===== config.mk =====
export PLATFORM = sky130hd
export DESIGN_NAME = uart_rx_byte_flat
export DESIGN_NICKNAME = d
export VERILOG_FILES = /design/src/rtl/uart_rx_byte_pkg.sv /design/src/rtl/uart_rx_byte_if.sv /design/src/rtl/uart_rx_byte_baud_tick_gen.sv /design/src/rtl/uart_rx_byte.sv /design/src/flat_wrapper.sv
export SDC_FILE = /design/constraint.sdc
export NUM_CORES = 1
export LEC_CHECK = 0
export ABC_AREA = 1
export CORE_UTILIZATION = 35
export DETAILED_ROUTE_END_ITERATION = 8
export PLACE_DENSITY = 0.54
export SETUP_SLACK_MARGIN = 0.1
export SLEW_MARGIN = 15
export SYNTH_ARGS = -nofsm -noshare
export SYNTH_HDL_FRONTEND = slang
export SYNTH_HIERARCHICAL = 1
export SYNTH_SLANG_ARGS = --single-unit

===== constraint.sdc =====
create_clock -name iClk -period 1.8 [get_ports iClk]
set_clock_uncertainty 0.2 [all_clocks]
set_input_delay 0.54 -clock iClk [delete_from_list [all_inputs] [get_ports iClk]]
set_output_delay 0.54 -clock iClk [all_outputs]
set_load 0.02 [all_outputs]

===== src/rtl/uart_rx_byte_pkg.sv =====
// Shared definitions for the uart_rx_byte receiver.
//  - 8-bit state codes (same code style as the downstream command decoder)
//  - divider / half-bit / counter-width helper functions
// Config macro: UART_RX_PARITY_EN adds the PARITY state code.
package uart_rx_pkg;

   localparam logic [7:0] ST_IDLE_C   = 8'h01;
   localparam logic [7:0] ST_START_C  = 8'h02;
   localparam logic [7:0] ST_DATA_C   = 8'h04;
   localparam logic [7:0] ST_PARITY_C = 8'h08;
   localparam logic [7:0] ST_STOP_C   = 8'h10;
   localparam logic [7:0] ST_BREAK_C  = 8'h20;

   typedef enum logic [7:0] {
      ST_IDLE   = ST_IDLE_C,
      ST_START  = ST_START_C,
      ST_DATA   = ST_DATA_C,
`ifdef UART_RX_PARITY_EN
      ST_PARITY = ST_PARITY_C,
`endif
      ST_STOP   = ST_STOP_C,
      ST_BREAK  = ST_BREAK_C
   } state_t;

   // Clocks per oversample tick (integer floor).
   function automatic int calc_div(input int clk_hz, input int baud, input int os);
      return clk_hz / (baud * os);
   endfunction

   // Tick index, counted from the start edge, that lands on mid start bit.
   function automatic int calc_half_bit(input int os);
      return os / 2 - 1;
   endfunction

   // Width of a counter holding 0..n-1 (at least 1 bit).
   function automatic int cnt_width(input int n);
      return (n < 2) ? 1 : $clog2(n);
   endfunction

endpackage


===== src/rtl/uart_rx_byte_if.sv =====
// Receiver-side bundle: serial line in, byte/strobe/error outputs.
//  slave  : the receiver (uart_rx_byte)
//  master : line driver / byte consumer
interface uart_rx_byte_if;
   logic       iRx;
   logic [7:0] omData;
   logic       omData_Ready;
   logic       oFrame_Err;
   logic       oParity_Err;

   modport slave  (input  iRx, output omData, omData_Ready, oFrame_Err, oParity_Err);
   modport master (output iRx, input  omData, omData_Ready, oFrame_Err, oParity_Err);
endinterface


===== src/rtl/uart_rx_byte_baud_tick_gen.sv =====
// Oversample tick generator: oTick is a 1-clock pulse every DIV clocks.
// iClr restarts the period so ticks are phase-aligned to the start edge.
// Ports: iClk, iRst (async, active-high), iClr, oTick.
module baud_tick_gen
   import uart_rx_pkg::*;
#(
   parameter int DIV = 27
) (
   input  logic iClk,
   input  logic iRst,
   input  logic iClr,
   output logic oTick
);
   localparam int CW = cnt_width(DIV);
   localparam logic [CW-1:0] LAST = CW'(DIV - 1);

   logic [CW-1:0] cnt;

   always_ff @(posedge iClk or posedge iRst) begin
      if (iRst) begin
         cnt   <= '0;
         oTick <= 1'b0;
      end else if (iClr) begin
         cnt   <= '0;
         oTick <= 1'b0;
      end else if (cnt == LAST) begin
         cnt   <= '0;
         oTick <= 1'b1;
      end else begin
         cnt   <= cnt + 1'b1;
         oTick <= 1'b0;
      end
   end
endmodule


===== src/rtl/uart_rx_byte.sv =====
// Oversampling serial byte receiver (8N1, or 8E1 with UART_RX_PARITY_EN).
// Ports: iClk, iRst (async, active-high), bus (uart_rx_byte_if.slave):
//  iRx line in; omData last good byte; omData_Ready registered pulse of
//  READY_CYCLES clocks; oFrame_Err / oParity_Err 1-clock error pulses.
// Config macro: UART_RX_PARITY_EN (even parity bit before stop bit).
module uart_rx_byte
   import uart_rx_pkg::*;
#(
   parameter int CLK_HZ       = 50_000_000,
   parameter int BAUD         = 115200,
   parameter int OVERSAMPLE   = 16,
   parameter int READY_CYCLES = 4
) (
   input  logic           iClk,
   input  logic           iRst,
   uart_rx_byte_if.slave  bus
);
   localparam int DIV      = calc_div(CLK_HZ, BAUD, OVERSAMPLE);
   localparam int HALF_BIT = calc_half_bit(OVERSAMPLE);
   localparam int TW       = cnt_width(OVERSAMPLE);
   localparam int RW       = cnt_width(READY_CYCLES);
   localparam logic [TW-1:0] HALF_T = TW'(HALF_BIT);
   localparam logic [TW-1:0] LAST_T = TW'(OVERSAMPLE - 1);

   logic          rx_m, rx_s, rx_d;
   state_t        state_q, state_d;
   logic [TW-1:0] tcnt_q, tcnt_d;
   logic [2:0]    bidx_q, bidx_d;
   logic [7:0]    shift_q, shift_d;
   logic [7:0]    data_q;
   logic          rdy_q;
   logic [RW-1:0] rcnt_q;
   logic          ferr_q, ferr_d;
   logic          tick, clr, load;
   logic          half_pt, mid_pt;
`ifdef UART_RX_PARITY_EN
   logic          par_err_q, par_err_d;
   logic          perr_q, perr_d;
`endif

   baud_tick_gen #(.DIV(DIV)) u_tick (
      .iClk  (iClk),
      .iRst  (iRst),
      .iClr  (clr),
      .oTick (tick)
   );

   // rx_m/rx_s: metastability synchroniser; rx_d: one-clock history of
   // rx_s for falling-edge detection. All idle high.
   always_ff @(posedge iClk or posedge iRst) begin
      if (iRst) begin
         rx_m <= 1'b1;
         rx_s <= 1'b1;
         rx_d <= 1'b1;
      end else begin
         rx_m <= bus.iRx;
         rx_s <= rx_m;
         rx_d <= rx_s;
      end
   end

   assign half_pt = tick && (tcnt_q == HALF_T);
   assign mid_pt  = tick && (tcnt_q == LAST_T);

   always_ff @(posedge iClk or posedge iRst) begin
      if (iRst) state_q <= ST_IDLE;
      else      state_q <= state_d;
   end

   always_comb begin
      state_d = state_q;
      tcnt_d  = tcnt_q;
      bidx_d  = bidx_q;
      shift_d = shift_q;
      clr     = 1'b0;
      load    = 1'b0;
      ferr_d  = 1'b0;
`ifdef UART_RX_PARITY_EN
      par_err_d = par_err_q;
      perr_d    = 1'b0;
`endif
      // Tick counter free-runs within a bit; every sample point reloads it.
      if (tick) tcnt_d = tcnt_q + 1'b1;
      case (state_q)
         ST_IDLE: begin
            if (rx_d && !rx_s) begin
               state_d = ST_START;
               tcnt_d  = '0;
               clr     = 1'b1;
            end
         end
         ST_START: begin
            if (half_pt) begin
               tcnt_d = '0;
               if (rx_s) begin
                  state_d = ST_IDLE;     // short glitch, silently dropped
               end else begin
                  state_d = ST_DATA;
                  bidx_d  = '0;
`ifdef UART_RX_PARITY_EN
                  par_err_d = 1'b0;
`endif
               end
            end
         end
         ST_DATA: begin
            if (mid_pt) begin
               tcnt_d  = '0;
               shift_d = {rx_s, shift_q[7:1]};
               if (bidx_q == 3'd7) begin
`ifdef UART_RX_PARITY_EN
                  state_d = ST_PARITY;
`else
                  state_d = ST_STOP;
`endif
               end else begin
                  bidx_d = bidx_q + 3'd1;
               end
            end
         end
`ifdef UART_RX_PARITY_EN
         ST_PARITY: begin
            if (mid_pt) begin
               tcnt_d    = '0;
               par_err_d = rx_s ^ (^shift_q);
               state_d   = ST_STOP;
            end
         end
`endif
         ST_STOP: begin
            if (mid_pt) begin
               tcnt_d = '0;
               if (rx_s) begin
`ifdef UART_RX_PARITY_EN
                  perr_d = par_err_q;
                  load   = !par_err_q;
`else
                  load   = 1'b1;
`endif
                  state_d = ST_IDLE;
               end else begin
                  ferr_d  = 1'b1;
                  state_d = ST_BREAK;
               end
            end
         end
         ST_BREAK: begin
            // Only one frame error per low period: wait for the line to recover.
            if (rx_s) state_d = ST_IDLE;
         end
         default: state_d = ST_IDLE;
      endcase
   end

   always_ff @(posedge iClk or posedge iRst) begin
      if (iRst) begin
         tcnt_q  <= '0;
         bidx_q  <= '0;
         shift_q <= '0;
         data_q  <= '0;
         rdy_q   <= 1'b0;
         rcnt_q  <= '0;
         ferr_q  <= 1'b0;
`ifdef UART_RX_PARITY_EN
         par_err_q <= 1'b0;
         perr_q    <= 1'b0;
`endif
      end else begin
         tcnt_q  <= tcnt_d;
         bidx_q  <= bidx_d;
         shift_q <= shift_d;
         ferr_q  <= ferr_d;
`ifdef UART_RX_PARITY_EN
         par_err_q <= par_err_d;
         perr_q    <= perr_d;
`endif
         // Ready strobe is timed independently of the FSM so the next frame
         // can already be shifting in while it is high.
         if (load) begin
            data_q <= shift_q;
            rdy_q  <= 1'b1;
            rcnt_q <= RW'(READY_CYCLES - 1);
         end else if (rdy_q) begin
            if (rcnt_q == '0) rdy_q  <= 1'b0;
            else              rcnt_q <= rcnt_q - 1'b1;
         end
      end
   end

   assign bus.omData       = data_q;
   assign bus.omData_Ready = rdy_q;
   assign bus.oFrame_Err   = ferr_q;
`ifdef UART_RX_PARITY_EN
   assign bus.oParity_Err  = perr_q;
`else
   assign bus.oParity_Err  = 1'b0;
`endif

endmodule

===== src/flat_wrapper.sv =====
// flat-port wrapper written by rule: the top's interface ports become plain ports
module uart_rx_byte_flat import uart_rx_pkg::*;
#(
   parameter int CLK_HZ       = 50_000_000,
   parameter int BAUD         = 115200,
   parameter int OVERSAMPLE   = 16,
   parameter int READY_CYCLES = 4
)
  (iClk, iRst, bus_iRx, bus_omData, bus_omData_Ready, bus_oFrame_Err, bus_oParity_Err);
  uart_rx_byte_if bus_i ();
  input  logic iClk;
  input  logic iRst;
  input wire logic [$bits(bus_i.iRx)-1:0] bus_iRx;
  output wire logic [$bits(bus_i.omData)-1:0] bus_omData;
  output wire logic [$bits(bus_i.omData_Ready)-1:0] bus_omData_Ready;
  output wire logic [$bits(bus_i.oFrame_Err)-1:0] bus_oFrame_Err;
  output wire logic [$bits(bus_i.oParity_Err)-1:0] bus_oParity_Err;
  assign bus_i.iRx = bus_iRx;
  assign bus_omData = bus_i.omData;
  assign bus_omData_Ready = bus_i.omData_Ready;
  assign bus_oFrame_Err = bus_i.oFrame_Err;
  assign bus_oParity_Err = bus_i.oParity_Err;
  uart_rx_byte #(.CLK_HZ(CLK_HZ), .BAUD(BAUD), .OVERSAMPLE(OVERSAMPLE), .READY_CYCLES(READY_CYCLES)) u_core (.iClk(iClk), .iRst(iRst), .bus(bus_i));
endmodule

==> run summary <==
DRT iter0 DRCs = 114
commonest cells after routing, fill and taps aside = nand2_1 (55), dfrtp_1 (37), inv_1 (28)
register share of total power = 44.2%
switch share = 36.8%
worst skew pair latency = 290 ps
Routed Antenna Nets = 0
number of remaining DRC errors = 0
largest net degree at the start of global routing = 36
CP max stage cell = dfrtp_1
Synth Register Bits = 41
most common cell after layout, fill and taps aside = nand2_1
Critical Path Fanout Max = 2
P_sw = 0.000952 W
crit start category = flop
CTS clk-pin slew, worst paths = 80 ps
total power = 0.00259 W
ratio of cells with drive above 1 in the final layout = 27.7%
I/O pin count = 14
Core ar. = 5540 um2
full die area = 6080 um2
Rows = 27
Critical Path RT = 1060 ps
vias in the first global route = 1426
Via Count = 1530
CP delay by family, top = flip-flops
Leak = 1.19 nW
Power Density = 1060 nW/um2
Max H-tree Level = 2
post-layout util = 43.9%
global-route wire length before repair = 6140 um
fin crit period = 1670 ps
worst path cell trace = clkdlybuf4s15_2
Setup TNS Final = 0 ps
Remaining Overflow, GRT = 0
Die Wd = 78.0 um
P_int = 0.00164 W
Fmax achieved = 599 MHz
die height = 78.0 um
Final Hold Fails = 0
Layout area overhead = 20.4%
number of diodes = 0
final setup fails = 0
fillers = 562
Post-Synthesis Cells = 234
# placed instances = 317
sequential share of the synthesized area = 51.0%
TritonCTS clock tree = built
Worst VDD drop = 0.561 mV
All-Layer GR Usage = 12.9%
starting density of the core = 36.5%
status = completed
nets@finish = 268
fin cells = 332
Avg Vias per Cell = 4.61
clock root buffer = clkbuf_8
total CTS buffers = 5
Hold Crit Class = reg2reg
Synth cell types = 27
RSZ-0062 raised after global routing = yes
final WL = 3650 um
Pins Over Slew Limit = 0
post-route clock period utilization = 92.7%
Buf/Inv on CP = 1
Worst path max stage delay = 390 ps
critical path class = reg2out
maxcap violations = 0
critical path data arrival time = 930 ps
YS warnings = 6
clk buf depth = 2
Avg WL per Cell = 11.0 um
logic gate share of total power = 31.4%
DP HPWL = 2420 um
TritonCTS Sinks = 41
Clock Power Share = 24.4%
syn_nets = 243
Netlist Area Pre-Place = 2020 um2
mean area per synthesized cell = 8.64 um2
routability cong. = 0.764
initial antenna violation count = 0
IO Port Bufs = 12
nature of the critical path endpoint = output pin
drt pass-1 iters = 4
-- worst paths after layout --
check / startpoint / endpoint / slack, ps / cells past startpoint
setup reg to reg: u_core/tcnt_q[0] / u_core/tcnt_q[3] / 180 / 8
hold / removal: u_core/rx_m / u_core/rx_s / 160 / 0
setup / recovery: u_core/bus.omData[3] / bus_omData[3] / 130 / 1
min in group asynchronous: iRst / u_core/u_tick/cnt[3] / 290 / 2
hold reg to reg: u_core/rx_m / u_core/rx_s / 160 / 0
max in group asynchronous: iRst / u_core/rx_s / 730 / 3
-- logic make-up (layout without fill, tap and decap cells) --
group	after synthesis	in the layout	share of synthesized area (%)
simple gates	118	119	27.0
flops	41	41	51.0
buf+inv	40	65	8.60
compound gates	22	22	6.74
fa+ha+maj	6	6	3.71
xor+xnor	4	4	1.73
mux	2	2	1.05
other cells	1	1	0.185
-- repair_timing --
action	in CTS	in global routing
cloned	0	1
pin swaps	0	7
setup buffers	0	6
gates resized for setup	30	20
endpoints found under the setup margin	11	31
endpoints found under the hold margin	0	0
hold buffers	0	0
-- layer usage --
layer / part of all wire, % / up-vias / track usage (%)
met2: 47 / 20 / 21.4
met1: 48 / 711 / 16.1
met3: 2.5 / 6 / 2.82
li1: - / 793 / -
met4: 1.7 / 0 / 5.56
met5: 0 / - / 0
-- cell type report --
class	instances	area (um2)	area share [%]
sequential	41	1030	42.3
multi-input combinational	154	885	36.3
tap	72	90.1	3.70
timing repair buffer	22	199	8.17
clock buffer	6	82.6	3.39
clock inverter	2	13.8	0.565
inverter	35	134	5.50
-- flip-flops by register name (all words and copies together) (netlist names) --
register                 count
u_core/bus.omData            8
u_core/shift_q               8
u_core/state_q               5
u_core/u_tick/cnt            5
u_core/tcnt_q                4
u_core/bidx_q                3
u_core/rcnt_q                2
u_core/bus.oFrame_Err        1
u_core/bus.omData_Ready      1
u_core/rx_d                  1
u_core/rx_m                  1
u_core/rx_s                  1
u_core/u_tick/oTick          1
-- metrics by stage --
stage	worst slack [ps]	area, um2	hold slack [ps]
floorplan	264	2020	131
global placement	118	2230	146
detailed placement	97.4	2230	147
CTS	101	2340	159
global route	52.9	2430	165
finish	131	2430	159
-- synthesized netlist by cell type (all sizes together) --
cell   number  area (um2)
nand2      62         245
dfrtp      37         926
inv        35         131
nor2       29         136
o21ai      19         121
nand3      18         103
nand4       8        56.3
ha          6        75.1
buf         5        42.5
dfstp       4         105
a21oi       3        15.0
xnor2       2        17.5
xor2        2        17.5
conb        1        3.75
mux2        1        11.3
mux2i       1        10.0
nor3        1        5.00
-- power by group through the flow --
stage / Combinational, W / Clock, W / Sequential (W)
after floorplan: 0.000608 / 0 / 0.00114
after global placement: 0.000760 / 0 / 0.00116
after detailed placement: 0.000759 / 0 / 0.00116
after CTS: 0.000757 / 0.000659 / 0.00114
after global routing: 0.000931 / 0.000691 / 0.00116
final: 0.000814 / 0.000631 / 0.00114
Note: power is estimated with default switching activity, not from simulation.
